**config.mk**
```make
export PLATFORM = sky130hd
export DESIGN_NAME = phase_sequencer_flat
export DESIGN_NICKNAME = d
export VERILOG_FILES = /design/src/rtl/phase_sequencer_pkg.sv /design/src/rtl/phase_sequencer_if.sv /design/src/rtl/phase_sequencer_rise_detect.sv /design/src/rtl/phase_sequencer.sv /design/src/flat_wrapper.sv
export SDC_FILE = /design/constraint.sdc
export NUM_CORES = 1
export LEC_CHECK = 0
export BUFFER_PORTS_ARGS = -buffer_cell sky130_fd_sc_hd__clkbuf_2
export CAP_MARGIN = 15
export CORE_MARGIN = 2
export CORE_UTILIZATION = 47
export DETAILED_ROUTE_END_ITERATION = 10
export PLACE_DENSITY = 0.8
export SLEW_MARGIN = 15
export SYNTH_ARGS = -nofsm -noshare
export SYNTH_HDL_FRONTEND = slang
export SYNTH_SLANG_ARGS = --single-unit
```
**constraint.sdc**
```tcl
create_clock -name clock -period 2.2 [get_ports clock]
set_clock_uncertainty 0.05 [all_clocks]
set_input_delay 0 -clock clock [delete_from_list [all_inputs] [get_ports clock]]
set_output_delay 0 -clock clock [all_outputs]
set_load 0.01 [all_outputs]
```
**src/rtl/phase_sequencer_pkg.sv**
```systemverilog
// Shared phase/state encodings for phase_sequencer, control_unit and the decoder.
package phase_sequencer_pkg;

  localparam logic [2:0] PH_FETCH  = 3'd0;
  localparam logic [2:0] PH_DECODE = 3'd1;
  localparam logic [2:0] PH_EXEC   = 3'd2;
  localparam logic [2:0] PH_MEM    = 3'd3;
  localparam logic [2:0] PH_WB     = 3'd4;

  typedef enum logic [1:0] {
    ST_IDLE   = 2'd0,
    ST_RUN    = 2'd1,
    ST_STEP   = 2'd2,
    ST_HALTED = 2'd3
  } seq_state_t;

  // Phase following ph inside an instruction; the memory phase is bypassed when skip is set.
  function automatic logic [2:0] next_phase(input logic [2:0] ph, input logic skip);
    logic [2:0] nxt;
    case (ph)
      PH_FETCH:  nxt = PH_DECODE;
      PH_DECODE: nxt = PH_EXEC;
      PH_EXEC:   nxt = skip ? PH_WB : PH_MEM;
      PH_MEM:    nxt = PH_WB;
      default:   nxt = PH_FETCH;
    endcase
    return nxt;
  endfunction

endpackage

```
**src/rtl/phase_sequencer_if.sv**
```systemverilog
// Control/status bundle between the decoder side (master) and the phase sequencer (slave).
interface phase_sequencer_if #(
  parameter int COUNT_WIDTH = 16
);
  logic                   run;
  logic                   step;
  logic                   halt_req;
  logic                   skip_mem;
  logic [2:0]             phase;
  logic                   halt;
  logic                   active;
  logic                   instr_start;
  logic [COUNT_WIDTH-1:0] instr_count;

  modport master (
    output run, step, halt_req, skip_mem,
    input  phase, halt, active, instr_start, instr_count
  );

  modport slave (
    input  run, step, halt_req, skip_mem,
    output phase, halt, active, instr_start, instr_count
  );
endinterface

```
**src/rtl/phase_sequencer_rise_detect.sv**
```systemverilog
// One-bit registered rising-edge detector; pulse is high while in_i is high for its first cycle.
module rise_detect (
  input  logic clock,
  input  logic reset,
  input  logic in_i,
  output logic rise_o
);
  logic prev_q;

  always_ff @(posedge clock) begin
    if (reset) prev_q <= 1'b0;
    else       prev_q <= in_i;
  end

  assign rise_o = in_i & ~prev_q;
endmodule

```
**src/rtl/phase_sequencer.sv**
```systemverilog
// Instruction phase sequencer: walks fetch..writeback, handles run/step/halt, counts retired instructions.
module phase_sequencer
  import phase_sequencer_pkg::*;
#(
  parameter int COUNT_WIDTH = 16
) (
  input  logic              clock,
  input  logic              reset,
  phase_sequencer_if.slave  bus
);

  localparam logic [COUNT_WIDTH-1:0] CNT_ONE = {{(COUNT_WIDTH-1){1'b0}}, 1'b1};

  seq_state_t             state_q, state_d;
  logic [2:0]             phase_q, phase_d;
  logic                   instr_start_q, instr_start_d;
  logic [COUNT_WIDTH-1:0] count_q, count_d;
  logic                   halt_latch_q, halt_latch_d;
  logic                   step_rise;

  rise_detect u_step_rise (
    .clock  (clock),
    .reset  (reset),
    .in_i   (bus.step),
    .rise_o (step_rise)
  );

  always_ff @(posedge clock) begin
    if (reset) begin
      state_q       <= ST_IDLE;
      phase_q       <= PH_FETCH;
      instr_start_q <= 1'b0;
      count_q       <= '0;
      halt_latch_q  <= 1'b0;
    end else begin
      state_q       <= state_d;
      phase_q       <= phase_d;
      instr_start_q <= instr_start_d;
      count_q       <= count_d;
      halt_latch_q  <= halt_latch_d;
    end
  end

  always_comb begin
    state_d       = state_q;
    phase_d       = phase_q;
    instr_start_d = 1'b0;
    count_d       = count_q;
    halt_latch_d  = halt_latch_q;
    case (state_q)
      ST_IDLE: begin
        phase_d = PH_FETCH;
        // run has priority; a coincident step edge is simply dropped
        if (bus.run) begin
          state_d       = ST_RUN;
          instr_start_d = 1'b1;
        end else if (step_rise) begin
          state_d       = ST_STEP;
          instr_start_d = 1'b1;
        end
      end
      ST_RUN, ST_STEP: begin
        if (phase_q == PH_WB) begin
          count_d = count_q + CNT_ONE;
          phase_d = PH_FETCH;
          if (halt_latch_q) begin
            state_d = ST_HALTED;
          end else if (state_q == ST_RUN && bus.run) begin
            instr_start_d = 1'b1;
          end else begin
            state_d = ST_IDLE;
          end
        end else begin
          phase_d = next_phase(phase_q, bus.skip_mem);
          if (phase_q == PH_DECODE && bus.halt_req) halt_latch_d = 1'b1;
        end
      end
      ST_HALTED: phase_d = PH_FETCH;
      default: begin
        state_d = ST_IDLE;
        phase_d = PH_FETCH;
      end
    endcase
  end

  always_comb begin
    bus.phase       = phase_q;
    bus.instr_start = instr_start_q;
    bus.instr_count = count_q;
    bus.active      = (state_q == ST_RUN) || (state_q == ST_STEP);
    bus.halt        = (state_q == ST_HALTED);
  end

endmodule

```
**src/flat_wrapper.sv**
```systemverilog
// flat-port wrapper written by rule: the top's interface ports become plain ports
module phase_sequencer_flat import phase_sequencer_pkg::*;
#(
  parameter int COUNT_WIDTH = 16
)
  (clock, reset, bus_run, bus_step, bus_halt_req, bus_skip_mem, bus_phase, bus_halt, bus_active, bus_instr_start, bus_instr_count);
  phase_sequencer_if #(.COUNT_WIDTH(COUNT_WIDTH)) bus_i ();
  input  logic clock;
  input  logic reset;
  input wire logic [$bits(bus_i.run)-1:0] bus_run;
  input wire logic [$bits(bus_i.step)-1:0] bus_step;
  input wire logic [$bits(bus_i.halt_req)-1:0] bus_halt_req;
  input wire logic [$bits(bus_i.skip_mem)-1:0] bus_skip_mem;
  output wire logic [$bits(bus_i.phase)-1:0] bus_phase;
  output wire logic [$bits(bus_i.halt)-1:0] bus_halt;
  output wire logic [$bits(bus_i.active)-1:0] bus_active;
  output wire logic [$bits(bus_i.instr_start)-1:0] bus_instr_start;
  output wire logic [$bits(bus_i.instr_count)-1:0] bus_instr_count;
  assign bus_i.run = bus_run;
  assign bus_i.step = bus_step;
  assign bus_i.halt_req = bus_halt_req;
  assign bus_i.skip_mem = bus_skip_mem;
  assign bus_phase = bus_i.phase;
  assign bus_halt = bus_i.halt;
  assign bus_active = bus_i.active;
  assign bus_instr_start = bus_i.instr_start;
  assign bus_instr_count = bus_i.instr_count;
  phase_sequencer #(.COUNT_WIDTH(COUNT_WIDTH)) u_core (.clock(clock), .reset(reset), .bus(bus_i));
endmodule
```
==> flow_metrics.py <==
metrics = {
    "synthesis": {
        "mappedNetlistArea_um2": 1200,
        "async_flop_share": 0,
        "synth_cell_type_count": 40,
        "yosys_register_bits": 24,
        "synth_common_cells": "24 x dfxtp_1, 19 x nor2_1, 8 x a21oi_1, 8 x nand2_1, 7 x inv_1",
        "postSynthAreaPerCell_um2": 9.23,
        "syn_inst": 130,
        "synth-edff-count": 0,
        "synth_nets": 140,
        "yosysMostFrequentCell": "dfxtp_1",
        "synth_top_cell_area_share": 0.400,
        "yosysWarnings": 0,
        "ys_seq_area_frac": 0.400,
        "synth_area_leaders": "dfxtp_1 40%, nor2_1 5.9%, xnor2_1 4.4%",
        "ys.flop_type": "dfxtp_1",
        "synth_top_cell_by_area": "dfxtp_1",
    },
    "clock_network": {
        "numClockSinks": 24,
        "clkTransAtPathRegs_ns": 0.12,
        "cts_tree": "yes",
        "cts_buffers": 3,
        "cts_max_path_buffers": 2,
        "ctsHtreeMaxLevel": 1,
        "clk-insertion-delay-late_ns": 0.31,
        "post-cts-setup-buffers": 0,
        "cts-root-buf": "clkbuf_4",
    },
    "grt": {
        "use_met1": 0.200,
        "first_global_vias": 878,
        "grt_overflow": 0,
        "grt.total_usage": 0.171,
        "use_met3": 0.0273,
        "grt_antenna_before_repair": 0,
        "grt_pass1_wl_um": 3620,
        "busiest_layer": "met2",
        "grtUsageMet2": 0.289,
        "grt_max_degree": 28,
    },
    "sta": {
        "hold_viol_final": 0,
        "rsz0062_at_grt": "false",
        "fin_tns_setup_ns": 0,
        "tightest_slew_ns": 0.486,
        "finalCritPeriodShare": 0.917,
        "clock.fmax_mhz": 496,
        "slew_headroom": 0.676,
        "maxSlewViolCount": 0,
        "setup_viol": 0,
        "fin_crit_ns": 2.02,
        "layout_setup_ws_ns": 0.183,
    },
    "cells_and_area": {
        "final_util": 0.587,
        "multi_input_area_um2": 676,
        "fillers": 223,
        "synthToLayoutAreaGrowth_pct": 20.0,
        "antennaDiodeCount": 0,
        "area.sequential_um2": 480,
        "drive_gt1_frac": 0.282,
        "num-nets-final": 175,
    },
    "detailed_routing": {
        "dr.pass1.iters": 4,
        "vias_per_cell": 5.35,
        "drt_iter0_markers": 9,
        "routed_wirelength_um": 2210,
        "route.vias.total": 1033,
        "wl_per_cell_um": 11.4,
        "drc": 0,
        "drtAntennaViolNets": 0,
    },
    "worst_setup_path": {
        "cpPeakStageDelay_ns": 0.41,
        "endpoint_kind": "register",
        "required_ns": 2.40,
        "critPathTopFamily": "simple AND/OR/NAND/NOR gates",
        "path_cells": "inv_1 > ha_1 > nand4bb_4 > buf_4 > or2_1 > or3_1 > a21oi_1",
        "crit_path_start_kind": "register",
        "r2r_setup_slack_ns": 0.18,
        "r2r-start": "u_core.state_q[0]",
        "cp_num_buf_inv": 2,
        "crit_path_start": "u_core.state_q[0]",
        "critical_path_depth": 7,
        "worstRegToRegCells": 7,
        "slowest_stage": "dfxtp_1",
        "path_max_fanout": 5,
        "r2r_end": "u_core.bus.instr_count[9]",
        "crit_path_end": "u_core.bus.instr_count[9]",
        "arrival_ns": 2.21,
        "path_class": "register to register",
    },
    "pwr": {
        "leakagePower_nw": 0.635,
        "irDropWorstVdd_mv": 0.504,
        "powerDensity_nw_per_um2": 688,
    },
    "placed_design": {
        "hpwl_um": 1680,
        "pre_cts_slack_ns": 0.0728,
        "io_buffers": 27,
        "place_congestion": 0.820,
    },
    "floorplanning": {
        "start_util": 0.489,
        "die_width_um": 54.5,
        "die_area_um2": 2970,
        "num_rows": 18,
        "top_level_ports": 28,
        "core_um2": 2450,
        "die_h_um": 54.5,
    },
    "worst_hold_path": {
        "hp-class": "input pin to register",
    },
    "status": {
        "status": "finished clean",
    },
    "flow_run": {
        "drv_cap": 0,
    },
}
-- flip-flops by register name (all words and copies together), names as in the netlist --
name	count
u_core.bus.instr_count	16
u_core.bus.phase	3
u_core.state_q	2
u_core.bus.instr_start	1
u_core.halt_latch_q	1
u_core.u_step_rise.prev_q	1
-- worst register-to-register path, delay by kind of cell (launching register included) --
family                     cells  cell delay [ns]
DFF                            1             0.41
AOI/OAI and AO/OA              1             0.14
and+or+nand+nor                3             0.75
adders and majority gates      1             0.35
buffers and inverters          2             0.25
-- repair_timing --
action / 4_1_cts / 5_1_grt
hold endpoints to repair: 6 / 0
gates resized for setup: 0 / 2
hold buffers: 4 / 0
setup endpoints to repair: 0 / 3
-- logic make-up (layout without fill, tap and decap cells) --
family,count (synthesis),count (layout),share of synthesized area
AND/OR/NAND/NOR,61,61,0.315
flip-flops,24,24,0.400
AO/OA/AOI/OAI,19,19,0.105
buffers and inverters,11,44,0.0501
XOR/XNOR,9,9,0.0657
adder cells (fa/ha/maj),4,4,0.0417
multiplexers,2,2,0.0219
-- how the worst min path moves through the flow --
stage | start | to | slack, ns | depth (start not counted)
finish | reset | u_core.bus.instr_count[1] | 0.14 | 2
global placement | bus_skip_mem | u_core.bus.phase[0] | 0.16 | 2
CTS | reset | u_core.bus.instr_count[1] | 0.12 | 2
global route | reset | u_core.bus.instr_count[2] | 0.16 | 2
floorplan | bus_skip_mem | u_core.bus.phase[0] | 0.05 | 1
detailed placement | bus_skip_mem | u_core.bus.phase[0] | 0.17 | 2
-- final cells by class --
type / count / share of cell area
Timing Repair Buffer: 34 / 0.137
Sequential cell: 24 / 0.334
Tap cell: 30 / 0.0261
Multi-Input combinational cell: 95 / 0.469
Clock buffer: 3 / 0.0156
Inverter: 7 / 0.0182
-- per-stage QoR --
| stage | hold WS [ns] | instance area, µm² | instances | power (mW) |
|---|---|---|---|---|
| finish | 0.138 | 1440 | 193 | 0.991 |
| global route | 0.159 | 1440 | 193 | 1.05 |
| CTS | 0.125 | 1420 | 193 | 0.987 |
| detailed placement | 0.170 | 1360 | 186 | 0.788 |
| global placement | 0.157 | 1360 | 186 | 0.776 |
| floorplan | 0.0506 | 1200 | 130 | 0.701 |
-- cell usage in the layout, fill, tap and decap left out, drive strengths merged --
cell type,count
a31oi,2
inv,7
buf,3
nor2b,2
nand2,8
mux2,2
clkbuf,30
dfxtp,24
nor3b,2
a41oi,1
a21oi,8
and4bb,1
or3b,1
or3,3
a22o,2
and2b,2
nor2,19
and2,1
a32oi,1
or2,1
nand2b,4
xor2,3
and3,2
ha,4
nor4,3
a211oi,1
and4b,1
a31o,3
xnor2,6
nand4,2
o21ai,1
nand3,4
dlygate4sd3,4
nor3,4
nand4bb,1
-- per-layer routing --
| layer | vias to the layer above | share of wire |
|---|---|---|
| met5 | - | 0 |
| met1 | 490 | 0.44 |
| li1 | 520 | - |
| met3 | 4 | 0.033 |
| met4 | 0 | 0.025 |
| met2 | 19 | 0.50 |
-- power breakdown --
| group | total (mW) | switching, mW | internal, mW |
|---|---|---|---|
| clock network | 0.189 | 0.125 | 0.0641 |
| logic | 0.296 | 0.156 | 0.140 |
| registers | 0.506 | 0.0375 | 0.469 |
| total | 0.991 | 0.318 | 0.672 |
Note: power is estimated with default switching activity, not from simulation.
